[config.mk]
export PLATFORM = sky130hd
export DESIGN_NAME = rvv_red_engine
export DESIGN_NICKNAME = d
export VERILOG_FILES = /design/src/rtl/rvv_pkg.sv /design/src/rtl/rvv_red_tree.sv /design/src/rtl/rvv_red_engine.sv
export SDC_FILE = /design/constraint.sdc
export NUM_CORES = 2
export LEC_CHECK = 0
export CORE_MARGIN = 4
export CORE_UTILIZATION = 50
export CTS_BUF_LIST = sky130_fd_sc_hd__clkbuf_4
export DETAILED_ROUTE_END_ITERATION = 8
export PLACE_DENSITY = 0.73
export SYNTH_ARGS = -nofsm -noshare
export SYNTH_HDL_FRONTEND = slang
export SYNTH_SLANG_ARGS = --single-unit
[constraint.sdc]
create_clock -name clk -period 14.15 [get_ports clk]
set_input_delay 1.415 -clock clk [delete_from_list [all_inputs] [get_ports clk]]
set_output_delay 1.415 -clock clk [all_outputs]
set_load 0.02 [all_outputs]
[src/rtl/rvv_pkg.sv]
// Shared definitions for the RVV reduction engine: op/SEW encodings, FSM states
// and the SEW-aware identity and combine functions used by the lane tree and accumulator.
package rvv_pkg;

    localparam int DW = 32;

    localparam logic [2:0] RED_SUM  = 3'd0;
    localparam logic [2:0] RED_AND  = 3'd1;
    localparam logic [2:0] RED_OR   = 3'd2;
    localparam logic [2:0] RED_XOR  = 3'd3;
    localparam logic [2:0] RED_MINU = 3'd4;
    localparam logic [2:0] RED_MIN  = 3'd5;
    localparam logic [2:0] RED_MAXU = 3'd6;
    localparam logic [2:0] RED_MAX  = 3'd7;

    localparam logic [2:0] SEW_8  = 3'd0;
    localparam logic [2:0] SEW_16 = 3'd1;
    localparam logic [2:0] SEW_32 = 3'd2;

    typedef enum logic [1:0] {
        ST_IDLE = 2'd0,
        ST_RUN  = 2'd1,
        ST_FIN  = 2'd2
    } red_state_e;

    function automatic logic [DW-1:0] sew_mask(input logic [2:0] vsew);
        logic [DW-1:0] m;
        case (vsew)
            SEW_8:   m = 32'h0000_00FF;
            SEW_16:  m = 32'h0000_FFFF;
            SEW_32:  m = 32'hFFFF_FFFF;
            default: m = 32'hFFFF_FFFF;
        endcase
        return m;
    endfunction

    function automatic logic [DW-1:0] sext(input logic [DW-1:0] v, input logic [2:0] vsew);
        logic [DW-1:0] r;
        case (vsew)
            SEW_8:   r = {{24{v[7]}}, v[7:0]};
            SEW_16:  r = {{16{v[15]}}, v[15:0]};
            default: r = v;
        endcase
        return r;
    endfunction

    // Identity for signed min/max is the SEW-bit signed max/min, zero-extended.
    function automatic logic [DW-1:0] ident(input logic [2:0] op, input logic [2:0] vsew);
        logic [DW-1:0] m;
        logic [DW-1:0] r;
        m = sew_mask(vsew);
        case (op)
            RED_AND, RED_MINU: r = m;
            RED_MIN:           r = m >> 1;
            RED_MAX:           r = m ^ (m >> 1);
            default:           r = '0;
        endcase
        return r;
    endfunction

    function automatic logic [DW-1:0] red_op(input logic [2:0] op, input logic [2:0] vsew,
                                             input logic [DW-1:0] a, input logic [DW-1:0] b);
        logic [DW-1:0] m;
        logic [DW-1:0] am;
        logic [DW-1:0] bm;
        logic signed [DW-1:0] sa;
        logic signed [DW-1:0] sb;
        logic [DW-1:0] r;
        m  = sew_mask(vsew);
        am = a & m;
        bm = b & m;
        sa = sext(am, vsew);
        sb = sext(bm, vsew);
        case (op)
            RED_SUM:  r = am + bm;
            RED_AND:  r = am & bm;
            RED_OR:   r = am | bm;
            RED_XOR:  r = am ^ bm;
            RED_MINU: r = (am < bm) ? am : bm;
            RED_MIN:  r = (sa < sb) ? am : bm;
            RED_MAXU: r = (am > bm) ? am : bm;
            RED_MAX:  r = (sa > sb) ? am : bm;
            default:  r = '0;
        endcase
        return r & m;
    endfunction

endpackage

[src/rtl/rvv_red_tree.sv]
// Combinational balanced reduction of 2^NB_LANES SEW-wide lane values.
module rvv_red_tree
    import rvv_pkg::*;
#(
    parameter int NB_LANES = 1,
    parameter int ELEN     = 32
) (
    input  logic [2:0]                   op_i,
    input  logic [2:0]                   vsew_i,
    input  logic [(ELEN<<NB_LANES)-1:0]  lanes_i,
    output logic [ELEN-1:0]              result_o
);

    localparam int LANES = 1 << NB_LANES;

    // Level lv folds pairs (2j, 2j+1) into slot j, halving the live width each level.
    always_comb begin
        logic [ELEN-1:0] t [LANES];
        for (int j = 0; j < LANES; j++) begin
            t[j] = lanes_i[j*ELEN +: ELEN];
        end
        for (int lv = 0; lv < NB_LANES; lv++) begin
            for (int j = 0; j < (LANES >> (lv + 1)); j++) begin
                t[j] = red_op(op_i, vsew_i, t[2*j], t[2*j+1]);
            end
        end
        result_o = t[0];
    end

endmodule

[src/rtl/rvv_red_engine.sv]
// Multi-lane, multi-cycle RVV integer reduction engine (vred* family, SEW 8/16/32, v0 masking).
module rvv_red_engine
    import rvv_pkg::*;
#(
    parameter int unsigned VLEN     = 128,
    parameter int          NB_LANES = 1,
    parameter int          ELEN     = 32
) (
    input  logic             clk,
    input  logic             resetn,
    input  logic             start,
    input  logic [2:0]       op,
    input  logic [2:0]       vsew,
    input  logic [16:0]      vl,
    input  logic             vm,
    input  logic [VLEN-1:0]  v0,
    input  logic [ELEN-1:0]  vs1_e0,
    input  logic [VLEN-1:0]  vs2,
    output logic             busy,
    output logic             done,
    output logic             illegal,
    output logic [ELEN-1:0]  result
);

    localparam int          LANES = 1 << NB_LANES;
    localparam logic [16:0] STEP  = 17'(LANES);

    red_state_e state_q, state_d;

    logic [2:0]      op_q;
    logic [2:0]      vsew_q;
    logic            vm_q;
    logic [VLEN-1:0] v0_q;
    logic [VLEN-1:0] vs2_q;
    logic [ELEN-1:0] acc_q;
    logic [16:0]     idx_q;
    logic [16:0]     limit_q;
    logic            illegal_q;
    logic [ELEN-1:0] result_q;

    logic                        sew_bad;
    logic [16:0]                 max_el;
    logic [16:0]                 limit_start;
    logic [ELEN-1:0]             vs1_trunc;
    logic                        last_step;
    logic [(ELEN<<NB_LANES)-1:0] lanes;
    logic [ELEN-1:0]             tree_out;
    logic [ELEN-1:0]             acc_next;

    assign sew_bad     = (vsew > SEW_32);
    assign max_el      = 17'(VLEN >> ({2'b00, vsew} + 5'd3));
    assign limit_start = (vl < max_el) ? vl : max_el;
    assign vs1_trunc   = vs1_e0 & sew_mask(vsew);
    assign last_step   = (idx_q + STEP) >= limit_q;
    assign acc_next    = red_op(op_q, vsew_q, acc_q, tree_out);

    genvar gi;
    generate
        for (gi = 0; gi < LANES; gi++) begin : g_lane
            logic [16:0]     e;
            logic [21:0]     off;
            logic [ELEN-1:0] elem;
            logic            v0_bit;
            logic            act;
            assign e      = idx_q + 17'(gi);
            assign off    = 22'(e) << ({1'b0, vsew_q[1:0]} + 3'd3);
            assign elem   = ELEN'(vs2_q >> off);
            assign v0_bit = 1'(v0_q >> e);
            // Out-of-range or masked-off lanes feed the op identity so they drop out of the tree.
            assign act    = (e < limit_q) && (vm_q || v0_bit);
            assign lanes[gi*ELEN +: ELEN] = act ? (elem & sew_mask(vsew_q)) : ident(op_q, vsew_q);
        end
    endgenerate

    rvv_red_tree #(
        .NB_LANES (NB_LANES),
        .ELEN     (ELEN)
    ) u_tree (
        .op_i     (op_q),
        .vsew_i   (vsew_q),
        .lanes_i  (lanes),
        .result_o (tree_out)
    );

    always_ff @(posedge clk) begin
        if (!resetn) begin
            state_q <= ST_IDLE;
        end else begin
            state_q <= state_d;
        end
    end

    always_comb begin
        state_d = state_q;
        case (state_q)
            ST_IDLE: begin
                if (start) begin
                    state_d = (sew_bad || (limit_start == 17'd0)) ? ST_FIN : ST_RUN;
                end
            end
            ST_RUN:  state_d = last_step ? ST_FIN : ST_RUN;
            ST_FIN:  state_d = ST_IDLE;
            default: state_d = ST_IDLE;
        endcase
    end

    always_comb begin
        busy    = (state_q == ST_RUN);
        done    = (state_q == ST_FIN);
        illegal = (state_q == ST_FIN) && illegal_q;
    end

    // result is written on the way into FIN so it is already valid while done is high.
    always_ff @(posedge clk) begin
        if (!resetn) begin
            op_q      <= '0;
            vsew_q    <= '0;
            vm_q      <= 1'b0;
            v0_q      <= '0;
            vs2_q     <= '0;
            acc_q     <= '0;
            idx_q     <= '0;
            limit_q   <= '0;
            illegal_q <= 1'b0;
            result_q  <= '0;
        end else begin
            case (state_q)
                ST_IDLE: begin
                    if (start) begin
                        op_q      <= op;
                        vsew_q    <= vsew;
                        vm_q      <= vm;
                        v0_q      <= v0;
                        vs2_q     <= vs2;
                        acc_q     <= vs1_trunc;
                        idx_q     <= '0;
                        limit_q   <= limit_start;
                        illegal_q <= sew_bad;
                        if (sew_bad) begin
                            result_q <= '0;
                        end else if (limit_start == 17'd0) begin
                            result_q <= vs1_trunc;
                        end
                    end
                end
                ST_RUN: begin
                    acc_q <= acc_next;
                    idx_q <= idx_q + STEP;
                    if (last_step) begin
                        result_q <= acc_next;
                    end
                end
                default: ;
            endcase
        end
    end

    assign result = result_q;

endmodule
==> run_results.csv <==
group,metric,value,unit
outcome,status,"complete, no violations",
timing,worst_pin_slew,1360,ps
worst_setup_path,r2r_start,"vsew_q[0]",
die,ios,350,
die,core-area,89900,µm²
place,place_ws,89.9,ps
timing,fmax,0.0718,GHz
drt,postRouteAntennaNets,0,
drt,vias_per_cell,6.93,
place,io_buffers,349,
grt,grt_max_degree,155,
timing,tns,0,ps
clock_network,clock_sinks,363,
synthesis,seq_area_frac_synth,16.1,%
synthesis,synth_top_cell_area_share,16.1,%
synthesis,synth_top_area_cell,"dfxtp_1",
grt,grt_pass1_wl,312,mm
drt,vias,50500,
min_path,min-delay-start,"v0_q[12]",
final_layout,final_cell_mix,"nand2_1 (1032), mux2i_1 (719), dfxtp_1 (357)",
timing,slew_headroom,6.97,%
synthesis,yosys_register_bits,363,
worst_setup_path,required,14970,ps
clock_network,cts_tree,"yes",
timing,setup_violations,0,
place,gp_congestion,1.08,
synthesis,yosys-top-cells-area,"dfxtp_1 (16%), mux2i_1 (16%), nand2_1 (8.6%), ha_1 (8.2%), a21boi_0 (4.6%)",
min_path,worstHoldPathType,"flip-flop to flip-flop",
synthesis,synth_cell_types,112,
final_layout,seq_area,7280,µm²
grt,grt_usage,43.2,%
worst_setup_path,max_stage_delay,1120,ps
die,initial_core_util,50.4,%
power,power_density,93.9,nW/µm²
final_layout,stdcell_count,7278,
power,p_seq_share,26.4,%
drt,first_pass_iters,9,
power,ir_worst_vdd,73.0,µV
synthesis,synth.avg_cell_area,7.59,µm²
worst_setup_path,reg2reg_to,"result[23]",
drt,wire_per_inst,29.9,µm
grt,busiest_layer,"met2",
synthesis,synth-main-ff-cell,"dfxtp_1",
worst_setup_path,critPathArrivalTime,14740,ps
synthesis,synth-edff-count,0,
clock_network,htree_levels,3,
grt,use_met3,15.4,%
die,die_area,95400,µm²
final_layout,area_delta_synth_final,11.2,%
worst_setup_path,worst_setup_path_start_kind,"flip-flop",
place,dp_hpwl,167,mm
clock_network,cts_buffer_depth,3,
synthesis,synth_warnings,0,
worst_setup_path,reg2reg_slack,220,ps
drt,wl,217,mm
clock_network,numCtsBuffers,96,
grt,use_met1,58.4,%
timing,rsz0062_at_grt,"no",
place,placed_cells,7121,
grt,antenna_found_initial,10,
min_path,whs_path_depth,2,
clock_network,root_buffer,"clkbuf_4",
die,die_x,309,µm
worst_setup_path,critPathCaptureType,"flip-flop",
timing,slew_viol_final,0,
worst_setup_path,cp_slowest_cell,"a2111oi_0",
synthesis,syn-instance-count,5961,
timing,post-route-period-util,98.4,%
worst_setup_path,critPathKind,"flip-flop to flip-flop",
synthesis,syn_area,45300,µm²
timing,hold_viol,0,
final_layout,final_common_cell,"nand2_1",
clock_network,ctsHoldBuffers,0,
worst_setup_path,rr_worst_depth,38,
grt,grt-ovfl-total,0,
final_layout,drive_gt1_share,9.40,%
drt,drc_errors,0,
power,p_leak,20.1,nW
power,clockPowerShare,19.4,%
timing,clock_skew,101,ps
clock_network,path_clk_slew,60,ps
die,die_y,309,µm
run,maxCapViolations,0,
power,p_int,0.00245,W
power,p_sw_share,48.3,%
place,placed_area,49200,µm²
min_path,hold_end,"v0_q[12]",
final_layout,multi_input_area,34800,µm²
grt,grtUsageMet2,61.7,%
timing,setup_slack,223,ps
final_layout,fillers,8613,
clock_network,post_cts_buffers,0,
power,pwr-share-comb,54.3,%
power,switchingPower,0.00228,W
drt,drtIter0Drc,7915,
synthesis,async_reset_ff_share,0,%
final_layout,nNetsFinal,6655,
die,rows,110,
synthesis,synth_nets,6573,
worst_setup_path,crit_fanout,24,
clock_network,insertion_delay,1030,ps
timing,period_minus_slack,13930,ps
grt,first_global_vias,47000,
final_layout,stdcell_area,50400,µm²
-- cells in the mapped netlist, drive strengths merged, types with 73 or more instances --
cell type / n
a221oi: 89
a21boi: 281
buf: 232
mux2i: 719
dfxtp: 363
a211oi: 137
nand2: 1040
a21oi: 326
nor2: 292
clkbuf: 300
and3: 99
a31oi: 73
o21ai: 249
inv: 197
nand3: 134
nor3: 76
ha: 295
-- worst max path at each step --
stage                     slack, ps  cells after the start         end       from
after floorplan                3500                     44   acc_q[17]  vsew_q[0]
after global placement          280                     39  result[17]  vsew_q[0]
after detailed placement         90                     40  result[17]  vsew_q[0]
after CTS                        20                     40  result[17]  vsew_q[0]
after global routing            100                     42  result[23]  vsew_q[0]
final                           220                     38  result[23]  vsew_q[0]
-- worst max-delay path: cells and delay by family (launching register included) --
kind | cells | cell delay [ps]
AO/OA/AOI/OAI | 16 | 6530
AND/OR/NAND/NOR | 8 | 2560
multiplexers | 5 | 1550
buffers and inverters | 6 | 1410
adder cells (fa/ha/maj) | 3 | 1290
flip-flops | 1 | 330
-- flip-flops by register name, indices dropped and copies added (netlist names), 2 cells and up --
name / cells
limit_q: 17
v0_q: 128
vsew_q: 3
op_q: 3
vs2_q: 128
idx_q: 16
state_q: 2
result: 32
acc_q: 32
-- what timing repair did --
action | CTS | global route
hold endpoints to repair | 0 | 0
gates resized for setup | 0 | 7
endpoints found under the setup margin | 0 | 64
-- cell families (layout without fill, tap and decap cells) --
group	count (synthesis)	after routing	share of synthesized area [%]
adder cells (fa/ha/maj)	297	297	8.24
buffers and inverters	733	868	7.53
multiplexers	827	827	20.3
flip-flops	363	363	16.1
XOR/XNOR	70	70	1.35
AO/OA/AOI/OAI	1765	1765	27.7
AND/OR/NAND/NOR	1906	1906	18.8
other	0	6	0
-- cell type report --
| type | count | share of cell area (%) |
|---|---|---|
| Inverter | 201 | 1.50 |
| Antenna cell | 6 | 0.0298 |
| Sequential cell | 363 | 14.5 |
| Multi-Input combinational cell | 4865 | 69.2 |
| Tap cell | 1176 | 2.92 |
| Clock inverter | 15 | 0.234 |
| Timing Repair Buffer | 516 | 9.66 |
| Clock buffer | 136 | 2.03 |
-- power groups by stage --
| stage | Sequential [W] | Combinational (W) | Clock (W) |
|---|---|---|---|
| CTS | 0.00123 | 0.00245 | 0.000931 |
| global placement | 0.00125 | 0.00244 | 0 |
| floorplan | 0.00118 | 0.00161 | 0 |
| finish | 0.00125 | 0.00257 | 0.000915 |
| global route | 0.00124 | 0.00269 | 0.000984 |
| detailed placement | 0.00125 | 0.00244 | 0 |
-- metal layers --
layer	routed length, µm	vias up
met1	88200	24100
met5	172	-
met3	30200	690
met2	87100	3505
met4	11600	8
li1	-	22100
-- metrics by stage --
step / total power (W) / utilization, % / hold WS, ps
after floorplan: 0.00279 / - / 439
after global placement: 0.00368 / 54.7 / 450
after detailed placement: 0.00369 / 54.7 / 457
after CTS: 0.00461 / 56.0 / 466
after global routing: 0.00492 / 56.0 / 491
final: 0.00473 / 56.0 / 463
Note: power is estimated with default switching activity, not from simulation.
